### config.mk
export PLATFORM = sky130hd
export DESIGN_NAME = sha256_round_ctrl
export DESIGN_NICKNAME = d
export VERILOG_FILES = /design/src/rtl/sha256_round_ctrl.sv
export SDC_FILE = /design/constraint.sdc
export NUM_CORES = 1
export LEC_CHECK = 0
export CAP_MARGIN = 5
export CORE_AREA = 2 2 307 309
export DETAILED_ROUTE_END_ITERATION = 12
export DIE_AREA = 0 0 309 311
export DONT_BUFFER_PORTS = 1
export PLACE_DENSITY = 0.36
export SLEW_MARGIN = 20
export SYNTH_ARGS = -nofsm -noshare
export SYNTH_HDL_FRONTEND = slang
export SYNTH_SLANG_ARGS = --single-unit
### constraint.sdc
create_clock -name clk -period 2.45 [get_ports clk]
set_input_delay 0.49 -clock clk [delete_from_list [all_inputs] [get_ports clk]]
set_output_delay 0.49 -clock clk [all_outputs]
set_load 0.005 [all_outputs]
### src/rtl/sha256_round_ctrl.sv
// sha256_round_ctrl
// Sequences one SHA-256 compression per accepted 512-bit block: loads the
// W scheduler, walks the round index through the K ROM, raises the core's
// init / ready / last_round strobes and supplies the chaining value. The
// final working state of the last block of a message is published as the
// digest, qualified by a one-cycle digest_valid pulse.

module sha256_round_ctrl #(
  parameter int           ROUNDS = 64,
  parameter logic [255:0] IV     = 256'h6a09e667_bb67ae85_3c6ef372_a54ff53a_510e527f_9b05688c_1f83d9ab_5be0cd19
) (
  input  logic         clk,
  input  logic         reset,
  input  logic         blk_valid,
  input  logic         blk_first,
  input  logic         blk_last,
  output logic         blk_ready,
  output logic         sched_load,
  output logic         sched_en,
  output logic [5:0]   round_idx,
  output logic         core_init,
  output logic         core_ready,
  output logic         core_last_round,
  output logic [255:0] h_init,
  input  logic [255:0] core_digest,
  output logic [255:0] digest,
  output logic         digest_valid,
  output logic         busy
);

  typedef enum logic [1:0] {
    IDLE  = 2'd0,
    ROUND = 2'd1,
    DONE  = 2'd2
  } state_t;

  // Index of the final round; the FSM leaves ROUND on this count, so the
  // 6-bit counter never wraps.
  localparam logic [5:0] LAST_IDX = 6'(ROUNDS - 1);

  state_t         state_q;
  state_t         state_d;
  logic [5:0]     cnt_q;
  logic           first_q;
  logic           last_q;
  logic [255:0]   chain_q;
  logic           accept;

  // State register.
  // NOTE: clocked state uses non-blocking assignments so every register
  // samples pre-edge values regardless of block ordering in simulation.
  always_ff @(posedge clk) begin
    if (reset) begin
      state_q <= IDLE;
    end else begin
      state_q <= state_d;
    end
  end

  // Next-state decode and per-state strobes for the scheduler and core.
  // NOTE: every output of this block gets a default first, so no path
  // through the case leaves a signal unassigned and no latch is inferred.
  always_comb begin
    state_d         = state_q;
    accept          = 1'b0;
    blk_ready       = 1'b0;
    sched_load      = 1'b0;
    sched_en        = 1'b0;
    core_init       = 1'b0;
    core_ready      = 1'b0;
    core_last_round = 1'b0;
    case (state_q)
      IDLE: begin
        blk_ready = 1'b1;
        if (blk_valid) begin
          accept     = 1'b1;
          sched_load = 1'b1;
          state_d    = ROUND;
        end
      end
      ROUND: begin
        sched_en   = 1'b1;
        core_init  = (cnt_q == 6'd0);
        // Low only in round 0 so the core re-latches h_init as its
        // feed-forward copy exactly when it starts a new block.
        core_ready = (cnt_q != 6'd0);
        if (cnt_q == LAST_IDX) begin
          core_last_round = 1'b1;
          state_d         = DONE;
        end
      end
      DONE: begin
        core_ready = 1'b1;
        state_d    = IDLE;
      end
      default: begin
        state_d = IDLE;
      end
    endcase
  end

  // Round counter, per-block flags, chaining value and published digest.
  always_ff @(posedge clk) begin
    if (reset) begin
      cnt_q        <= 6'd0;
      first_q      <= 1'b1;
      last_q       <= 1'b0;
      chain_q      <= IV;
      digest       <= '0;
      digest_valid <= 1'b0;
    end else begin
      digest_valid <= 1'b0;
      if (accept) begin
        first_q <= blk_first;
        last_q  <= blk_last;
        cnt_q   <= 6'd0;
      end
      if (core_last_round) begin
        cnt_q <= 6'd0;
      end else if (sched_en) begin
        cnt_q <= cnt_q + 6'd1;
      end
      if (state_q == DONE) begin
        chain_q <= core_digest;
        if (last_q) begin
          digest       <= core_digest;
          digest_valid <= 1'b1;
        end
      end
    end
  end

  // first_q and chain_q only move on accept or in DONE, so h_init is
  // constant for the whole span of rounds of a block.
  assign h_init    = first_q ? IV : chain_q;
  assign round_idx = cnt_q;
  assign busy      = (state_q != IDLE);

endmodule

==> summary.txt, run 1 <==
Route
  • Drt wl/cell: 19.74 um
  • Drt total wl: 75070 um
  • Via-per-instance ratio: 4.341
  • Iteration-0 DRC Markers: 903
  • DRC: 0
  • Routed Antenna Nets: 0
  • TritonRoute pass-1 iters: 5
  • Via count: 16503

Logic synthesis
  • Yosys warns: 0
  • Synth Net Count: 2578
  • Post-Synth Adder-Cell Area: 0.3668%
  • Compound-Gate Fraction of Synth Area: 12.48%
  • Synth Area per Inst: 8.856 sq um
  • Register area share after synthesis: 51.16%
  • Cell area after synthesis: 0.02047 sq mm
  • Synth Flop Type: dfxtp_1
  • FF+latch count, synth: 523
  • Post-Synth XOR/XNOR Area: 0.08559%
  • Unique masters post-synth: 32
  • Post-synthesis mux area share: 5.918%
  • Synth Instances: 2311
  • Number of synthesized flops with an enable pin: 0
  • Largest family of logic cells by synthesized area: simple AND/OR/NAND/NOR gates
  • Post-Synth Simple-Gate Area: 24.44%
  • Fraction of registers with async set/reset: 0%

Global route
  • Largest net degree at the start of global routing: 420
  • GRT Total Usage: 14.86%
  • Number of global-route vias before repair: 16561
  • First-pass GRT wire length: 109400 um
  • Grt ovf: 0
  • Initial antenna violation count: 2

Floorplan
  • Core area: 0.09277 sq mm
  • Top-Level Pins: 787
  • Num rows: 112
  • Die X: 309 um
  • Initial Utilization: 22.06%
  • DIE AREA: 0.09610 sq mm
  • Die Y-Extent: 311 um

Placed design
  • Buffers on Ports: 0
  • Placed insts: 3425
  • Detail Placement HPWL: 51680 um
  • Post-place setup slack: 578.1 ps
  • GPL Wtd Cong: 0.7864

Clock network
  • Worst-Skew Late Latency: 620 ps
  • CTS Root Cell: clkbuf_16
  • Maximum root-to-sink buffer count: 3
  • CTS tree: done
  • H-tree depth: 3
  • Num CTS Buffers: 66
  • Clk sinks: 523
  • Clock transition at the registers of the reported paths: 50 ps

Timing
  • Transition time of the tightest slew-check pin: 2955 ps
  • Setup Skew: 23.54 ps
  • Fin worst setup slack: -163.8 ps
  • Final slew viol count: 334
  • Hold Fails Final Rpt: 0
  • Period minus WS final: 2614 ps
  • Final setup violation count: 5
  • Final setup TNS: -759.9 ps
  • Rel. slew slack: -97.03%
  • Fmax: 382.6 MHz
  • Period utilization: 106.7%
  • WHS: 61.44 ps
  • RSZ-0062 raised after global routing: false

Final layout
  • Nets: 2765
  • Share of layout cells above drive strength 1: 11.54%
  • Syn-to-layout area delta: 28.40%
  • Finished Layout Cells: 3802

Power
  • Power per cell area: 730.1 mW/mm^2
  • Static Leak: 0.008363 uW
  • Power Total: 19190 uW
  • VDD IR max: 393.0 uV

Critical path
  • CP Cell Sequence: or2_2 -> a21oi_1
  • Setup Crit Path Kind: input port to flip-flop
  • Critical path buffers and inverters: 0
  • CP top delay family: simple AND/OR/NAND/NOR gates
  • Critical Path Sink Type: flip-flop
  • Crit-path max cell delay: 1180 ps
  • Startpoint types: input port
  • Worst path slowest cell: or2_2
  • Req. time, crit path: 2990 ps
  • Worst EP arrival: 3150 ps
  • Critical-path maximum fanout: 419

Run status
  • Status: complete, but fails checks
  • Failing checks: max-slew violations, negative setup slack

Hold path
  • Type of the tightest min-delay check: input port to flip-flop

Flow run
  • MaxCap Viol Count: 0
[power breakdown]
part,switching (uW),total (uW),leakage (uW),internal [uW]
logic,542,950,0.00309,408
clock network,3900,9670,0.00106,5770
registers,36.4,8560,0.00422,8520
total,4480,19200,0.00836,14700
[synthesized netlist by cell type (3+ instances only)]
master      n  area [sq um]
nor2b_1   257          1608
nor2_1    124         465.5
mux2i_1   121          1211
or2_2     138         863.3
nand2_1   523          1963
clkbuf_1   93         349.1
inv_1       6         22.52
buf_4       4         30.03
ha_1        6         75.07
buf_2      47         235.2
a211o_1   137          1200
a21oi_1   265          1326
dfxtp_1   523         10470
nand2b_1    3         18.77
buf_6      41         461.7
[worst paths after layout]
check,startpoint,slack [ps],cells past startpoint,to
setup / recovery,reset,-160,2,round_idx[2]
hold / removal,core_digest[139],60,2,chain_q[139]
setup reg to reg,state_q[0],210,7,chain_q[196]
hold reg to reg,digest[136],470,2,digest[136]
[cells in the final DEF, fill, tap and decap left out, types with 2 or more instances in the layout]
cell type and instances:
mux2i_1 121, or3_1 2, or2_2 138, clkinv_4 2, clkbuf_1 19, nor2b_1 256
dlygate4sd3_1 258, nand2b_1 3, nand4_1 2, clkinv_2 7, a21oi_1 265, dfxtp_1 522
and3_1 2, nor2_1 124, clkbuf_16 69, buf_12 14, bufinv_16 2, buf_4 34
clkinv_8 2, ha_1 4, nand2_1 522, a211o_1 137, nand3b_1 2, clkbuf_8 12
inv_1 6
[layout make-up]
| class | count | area [sq um] |
|---|---|---|
| fill | 10039 | 66490 |
| sequential | 523 | 10470 |
| multi-input combinational | 1593 | 8902 |
| timing repair buffer | 308 | 3157 |
| clock buffer | 100 | 1963 |
| tap | 1254 | 1569 |
| clock inverter | 17 | 187.7 |
| inverter | 6 | 22.52 |
| antenna | 1 | 2.502 |
[registers in the layout (all words and copies together), names as in the netlist]
signal / flops
chain_q: 256
digest: 256
digest_valid: 1
first_q: 1
last_q: 1
round_idx: 6
state_q: 2
[logic make-up (layout without fill, tap and decap cells)]
| family | after synthesis | in the layout |
|---|---|---|
| simple gates | 1058 | 1058 |
| flops | 523 | 523 |
| compound gates | 406 | 406 |
| buf+inv | 195 | 431 |
| mux | 121 | 121 |
| fa+ha+maj | 6 | 6 |
| xor+xnor | 2 | 2 |
| other cells | 0 | 1 |
[layer usage]
metal  routed length, um  global-route usage [%]  part of all wire, %  up-vias
met5                  11                       0                0.015        -
met4                2668                   6.432                  3.6        2
met3                7660                   6.035                   10      123
met2               36890                   25.78                   49      653
met1               27840                   15.75                   37     7797
li1                    -                       -                    -     7928
[repair_timing]
action | 4_1_cts | 5_1_grt
endpoints found under the setup margin | 1 | 4
endpoints found under the hold margin | 501 | 0
hold buffers | 259 | 0
buffers inserted | 0 | 0
gates resized for setup | 1 | 4
[metrics by stage]
stage               utilization (%)  cell area (sq um)
floorplan                         -              20470
global placement              23.17              21500
detailed placement            23.17              21500
CTS                           28.31              26260
global route                  28.33              26280
finish                        28.33              26280
Power figures use the tool's default switching activity.
==> run 2, diff against run 1 <==
Settings changed: CORE_AREA 2 2 307 309 to not set, CORE_ASPECT_RATIO set to 0.6, CORE_MARGIN set to 2, CORE_UTILIZATION set to 25, DIE_AREA 0 0 309 311 to not set, PLACE_DENSITY 0.36 to 0.39.
==> run 2 against run 1 <==
Clock-buffer cell count is 24 lower. Maximum frequency up 11%. Largest cell class unchanged. Critical path type is now flip-flop to flip-flop. Design area down 1.8%. The flow finishes with violations (max-slew violations). Critical path depth up 5. Total power fell by 6.9%.
==> summary.txt, run 2 (synthesis gave the netlist of run 1 again) <==
Run status
  • Status: complete, but fails checks
  • Failing checks: max-slew violations

Placed design
  • Area post-placement: 0.02116 sq mm (-1.6%)
  • Buffers on Ports: 0 (unchanged)
  • Detail Placement HPWL: 50370 um (-2.5%)
  • GPL Wtd Cong: 0.8108 (+3.1%)

Floorplan
  • Initial Utilization: 25.18% (+3.1 points)
  • Top-Level Pins: 787 (unchanged)
  • Die Y-Extent: 225.6 um (-27%)
  • Core area: 0.08128 sq mm (-12%)
  • DIE AREA: 0.08424 sq mm (-12%)
  • Num rows: 81 (-28%)
  • Die X: 373.4 um (+21%)

Hold path
  • Type of the tightest min-delay check: input port to flip-flop

Timing
  • Transition time of the tightest slew-check pin: 2297 ps (-658.1 ps)
  • Fmax: 425.1 MHz (+11%)
  • Final slew viol count: 250 (-25%)
  • Hold Fails Final Rpt: 0 (unchanged)
  • WHS: 53.33 ps (-8.105 ps)
  • Period utilization: 96.02% (-11 points)
  • Final setup TNS: 0 ps (+759.9 ps)
  • Final setup violation count: 0 (-5)
  • Period minus WS final: 2352 ps (-261.4 ps)
  • RSZ-0062 raised after global routing: false
  • Setup Skew: 28.98 ps (+5.439 ps)
  • Rel. slew slack: -53.15% (+44 points)

Route
  • Drt total wl: 74920 um (-0.19%)
  • Via count: 16374 (-0.78%)
  • Drt wl/cell: 20.75 um (+5.1%)
  • TritonRoute pass-1 iters: 5 (unchanged)
  • DRC: 0 (unchanged)
  • Routed Antenna Nets: 0 (unchanged)
  • Iteration-0 DRC Markers: 1125 (+25%)
  • Via-per-instance ratio: 4.534 (+4.5%)

Critical path
  • Critical path depth: 7 (+5)
  • Worst EP arrival: 2860 ps (-290 ps)
  • R2r setup slk: 100 ps (-110 ps)
  • R2R depth: 7 (unchanged)
  • Startpoint types: flip-flop
  • Worst path slowest cell: dlygate4sd3_1
  • Crit-path max cell delay: 570 ps (-610 ps)
  • CP top delay family: buffers and inverters
  • Critical path buffers and inverters: 3 (+3)
  • Setup Crit Path Kind: flip-flop to flip-flop
  • Worst r2r dst: digest[32]
  • Critical Path Sink Type: flip-flop
  • Req. time, crit path: 2950 ps (-40 ps)
  • CP Capture Point: digest[32]
  • RR Startpoint: state_q[0]
  • Critical-path maximum fanout: 55 (-87%)
  • Worst setup path startpoint: state_q[0]
  • CP Cell Sequence: inv_1 -> ha_4 -> nand2_8 -> buf_12 -> nand2_1 -> a21oi_1 -> dlygate4sd3_1

Global route
  • First-pass GRT wire length: 106900 um (-2.3%)
  • Number of global-route vias before repair: 15940 (-3.7%)
  • Largest net degree at the start of global routing: 390 (-7.1%)
  • Grt ovf: 0 (unchanged)
  • Initial antenna violation count: 5 (+3)
  • GRT Total Usage: 16.50% (+1.6 points)

Clock network
  • Maximum root-to-sink buffer count: 3 (unchanged)
  • Worst-Skew Late Latency: 620 ps (about the same)
  • Num CTS Buffers: 53 (-20%)
  • H-tree depth: 2 (-1)
  • Clk sinks: 523 (unchanged)
  • Clock transition at the registers of the reported paths: 70 ps (+20 ps)
  • CTS Root Cell: clkbuf_16
  • CTS tree: done

Power
  • Power Total: 17860 uW (-6.9%)
  • Power per cell area: 692.0 mW/mm^2 (-5.2%)
  • VDD IR max: 529.1 uV (+35%)
  • Static Leak: 0.008245 uW (-1.4%)

Final layout
  • Fin area: 0.02581 sq mm (-1.8%)
  • Share of layout cells above drive strength 1: 10.68% (-0.87 points)
  • Post-layout util: 31.75% (+3.4 points)
  • Syn-to-layout area delta: 26.09%
  • Most frequent cells in the layout: nand2_1 (522), dfxtp_1 (522), dlygate4sd3_1 (275)
  • Nets: 2755 (-0.36%)

Flow run
  • MaxCap Viol Count: 0 (unchanged)
-- run 2: cell types whose count changed in the layout (fill, tap and decap cells not counted), sizes merged --
cell | before | now
buf | 50 | 35
clkbuf | 100 | 77
clkinv | 11 | 13
clkinvlp | 1 | 4
diode | 1 | 3
dlygate4sd3 | 258 | 275
inv | 9 | 7
-- run 2: layer usage --
layer  track usage, %  up-vias  part of all wire (%)
met2            26.16      501                    46
met5                0        -                 0.036
li1                 -     7921                     -
met1            20.58     7812                    43
met3            6.001      136                   7.8
met4            5.929        4                   3.2
-- run 2: what timing repair did --
item | in CTS | in global routing
pin swaps | 0 | 1
setup endpoints to repair | 163 | 4
hold buffers | 276 | 0
resized for setup | 2 | 2
cloned | 0 | 1
buffers inserted | 1 | 1
endpoints found under the hold margin | 501 | 0
-- run 2: how the worst min path moves through the flow --
stage	from	to	slack, ps	cells after the start
final	core_digest[116]	chain_q[116]	50	2
after global routing	core_digest[116]	chain_q[116]	10	2
after CTS	core_digest[211]	chain_q[211]	0.05	2
after detailed placement	digest[252]	digest[252]	470	2
after global placement	digest[15]	digest[15]	460	2
after floorplan	chain_q[103]	chain_q[103]	450	2
-- run 2: power breakdown --
part           internal (uW)  switching (uW)  total [uW]
logic                    416             527         943
clock network           4710            3630        8350
registers               8520            51.1        8570
-- run 2: layout make-up --
| cell class | instances | area, sq um |
|---|---|---|
| multi-input combinational | 1593 | 8896 |
| clock inverter | 20 | 192.7 |
| fill | 8501 | 55470 |
| clock buffer | 76 | 1584 |
| sequential | 523 | 10470 |
| antenna | 3 | 7.507 |
| timing repair buffer | 311 | 3279 |
| tap | 1079 | 1350 |
| inverter | 6 | 22.52 |
-- run 2: per-stage QoR --
step	setup WS (ps)	instances
after global routing	0.9157	3610
final	97.55	3611
after detailed placement	537.7	3233
after CTS	0.8293	3606
after global placement	544.4	3233
after floorplan	775.1	2311
==> run 3, diff against run 2 <==
Settings changed: CTS_BUF_LIST set to sky130_fd_sc_hd__clkbuf_16.
==> run 3 against run 2 <==
The run still ends with max-slew violations left. Non-clock buffer count fell by 2. Maximum frequency is essentially flat. Sequential share of layout area grew 0.25 points. Critical endpoint is now h_init[103]. Register-to-register slack about the same. Largest power group unchanged. Clock-buffer cell count is 22 lower. Core utilization down 0.20 points. First-iteration DRC count rose by 1.2%. Combinational power hardly changed.
==> summary.txt, run 3 (synthesis gave the netlist of run 1 again) <==
Global route
  • Largest net degree at the start of global routing: 390 (unchanged)
  • Initial antenna violation count: 5 (unchanged)
  • GRT Total Usage: 16.58% (+0.078 points)
  • Number of global-route vias before repair: 15981 (+0.26%)
  • Grt ovf: 0 (unchanged)
  • First-pass GRT wire length: 107300 um (+0.43%)

Critical path
  • Critical-path maximum fanout: 44 (-20%)
  • Startpoint types: flip-flop
  • Crit-path max cell delay: 490 ps (-80 ps)
  • Critical Path Sink Type: output port
  • Req. time, crit path: 1960 ps (-990 ps)
  • Worst EP arrival: 1860 ps (-1000 ps)
  • Worst setup path startpoint: first_q
  • R2r setup slk: 110 ps (about the same)
  • RR Startpoint: state_q[0]
  • CP Capture Point: h_init[103]
  • Setup Crit Path Kind: flip-flop to output port
  • CP Cell Sequence: buf_12 -> nor2b_1
  • R2R depth: 7 (unchanged)
  • Worst path slowest cell: nor2b_1
  • Worst r2r dst: digest[32]

Power
  • VDD IR max: 526.2 uV (-0.54%)
  • Comb power frac: 5.4% (about the same)
  • Clock power frac: 45.1% (-1.6 points)
  • Static Leak: 0.008186 uW (-0.72%)
  • Switching share of total power: 24.12% (+0.53 points)
  • Cell-internal power: 13140 uW (-3.7%)
  • Power Total: 17320 uW (-3.0%)
  • Sequential Power Share: 49.5% (+1.5 points)
  • P_sw: 4178 uW (-0.82%)
  • Power per cell area: 675.4 mW/mm^2 (-2.4%)

Timing
  • Final slew viol count: 250 (unchanged)
  • RSZ-0062 raised after global routing: false
  • Transition time of the tightest slew-check pin: 2262 ps (-35.62 ps)
  • Final setup TNS: 0 ps (unchanged)
  • Fmax: 425.1 MHz (about the same)
  • Final setup violation count: 0 (unchanged)
  • Period minus WS final: 2352 ps (+0.01630 ps)
  • Period utilization: 96.02% (about the same)
  • Setup Skew: 26.73 ps (-2.247 ps)
  • Rel. slew slack: -50.78% (+2.4 points)
  • Hold Fails Final Rpt: 0 (unchanged)

Route
  • Iteration-0 DRC Markers: 1139 (+1.2%)
  • Via count: 16389 (+0.092%)
  • Drt wl/cell: 20.76 um (about the same)
  • TritonRoute pass-1 iters: 5 (unchanged)
  • DRC: 0 (unchanged)
  • Routed Antenna Nets: 0 (unchanged)
  • Via-per-instance ratio: 4.540 (+0.12%)
  • Drt total wl: 74940 um (about the same)

Clock network
  • CTS tree: done
  • Clk sinks: 523 (unchanged)
  • Clock transition at the registers of the reported paths: 60 ps (about the same)
  • Maximum root-to-sink buffer count: 3 (unchanged)
  • H-tree depth: 2 (unchanged)
  • Num CTS Buffers: 53 (unchanged)
  • Worst-Skew Late Latency: 620 ps (about the same)
  • CTS Root Cell: clkbuf_16

Floorplan
  • Core area: 0.08128 sq mm (unchanged)
  • Die X: 373.4 um (unchanged)
  • DIE AREA: 0.08424 sq mm (unchanged)
  • Num rows: 81 (unchanged)
  • Initial Utilization: 25.18% (unchanged)
  • Die Y-Extent: 225.6 um (unchanged)
  • Top-Level Pins: 787 (unchanged)

Final layout
  • Most frequent cells in the layout: nand2_1 (522), dfxtp_1 (522), dlygate4sd3_1 (273)
  • FILL cells: 8522 (+0.25%)
  • Finished Layout Cells: 3610 (-0.028%)
  • Post-layout util: 31.55% (-0.20 points)
  • Share of layout cells above drive strength 1: 10.09% (-0.59 points)
  • Nets: 2753 (-0.073%)
  • Syn-to-layout area delta: 25.31%

Flow run
  • MaxCap Viol Count: 0 (unchanged)

Placed design
  • GPL Wtd Cong: 0.8108 (unchanged)
  • Detail Placement HPWL: 50370 um (unchanged)
  • Buffers on Ports: 0 (unchanged)
  • Placed insts: 3233 (unchanged)

Run status
  • Failing checks: max-slew violations
  • Status: complete, but fails checks

Hold path
  • HP Start: core_digest[1]
  • Type of the tightest min-delay check: input port to flip-flop
run 3: how the worst min path moves through the flow:
stage,to,cells after the start
finish,chain_q[1],2
global route,chain_q[116],2
CTS,chain_q[1],2
detailed placement,digest[252],2
global placement,digest[15],2
floorplan,chain_q[103],2
run 3: power by group through the flow:
stage / logic [uW] / registers [uW] / clock network (uW)
global placement: 415 / 8780 / 0
global route: 1010 / 8570 / 8450
detailed placement: 413 / 8780 / 0
finish: 941 / 8570 / 7810
CTS: 943 / 8570 / 8130
floorplan: 389 / 8720 / 0
run 3: repair_timing:
action | 4_1_cts | 5_1_grt
cloned | 1 | 0
hold buffers | 274 | 0
setup endpoints to repair | 164 | 3
pin swaps | 0 | 0
buffers inserted | 1 | 1
resized for setup | 2 | 2
endpoints found under the hold margin | 502 | 0
run 3: worst max-delay path: cells and delay by family, from the launching register on:
kind	cells	cell delay (ps)
simple gates	1	490
flops	1	480
buf+inv	1	240
run 3: per-stage QoR:
step | setup slack, ps | cell area (sq um) | hold slack [ps]
global placement | 544.4 | 21160 | 462.3
global route | 5.381 | 25640 | 11.61
finish | 97.53 | 25650 | 55.99
detailed placement | 537.7 | 21160 | 465.4
floorplan | 775.1 | 20470 | 452.0
CTS | 14.34 | 25620 | 0.2734
run 3: cell type report:
type	instances	area (sq um)	area share, %
multi-input cells	1593	8896	34.69
well taps	1079	1350	5.264
flip-flops and latches	523	10470	40.84
clock inverters	42	275.3	1.073
repair buffers	309	3267	12.74
inverters	6	22.52	0.08782
diodes	4	10.01	0.03903
clock buffers	54	1351	5.269
run 3: metal layers:
layer	track usage, %	part of all wire, %	up-vias
li1	-	-	7909
met1	20.74	43	7814
met2	26.26	46	526
met3	5.963	7.9	136
met4	5.942	3.2	4
met5	0	0.036	-
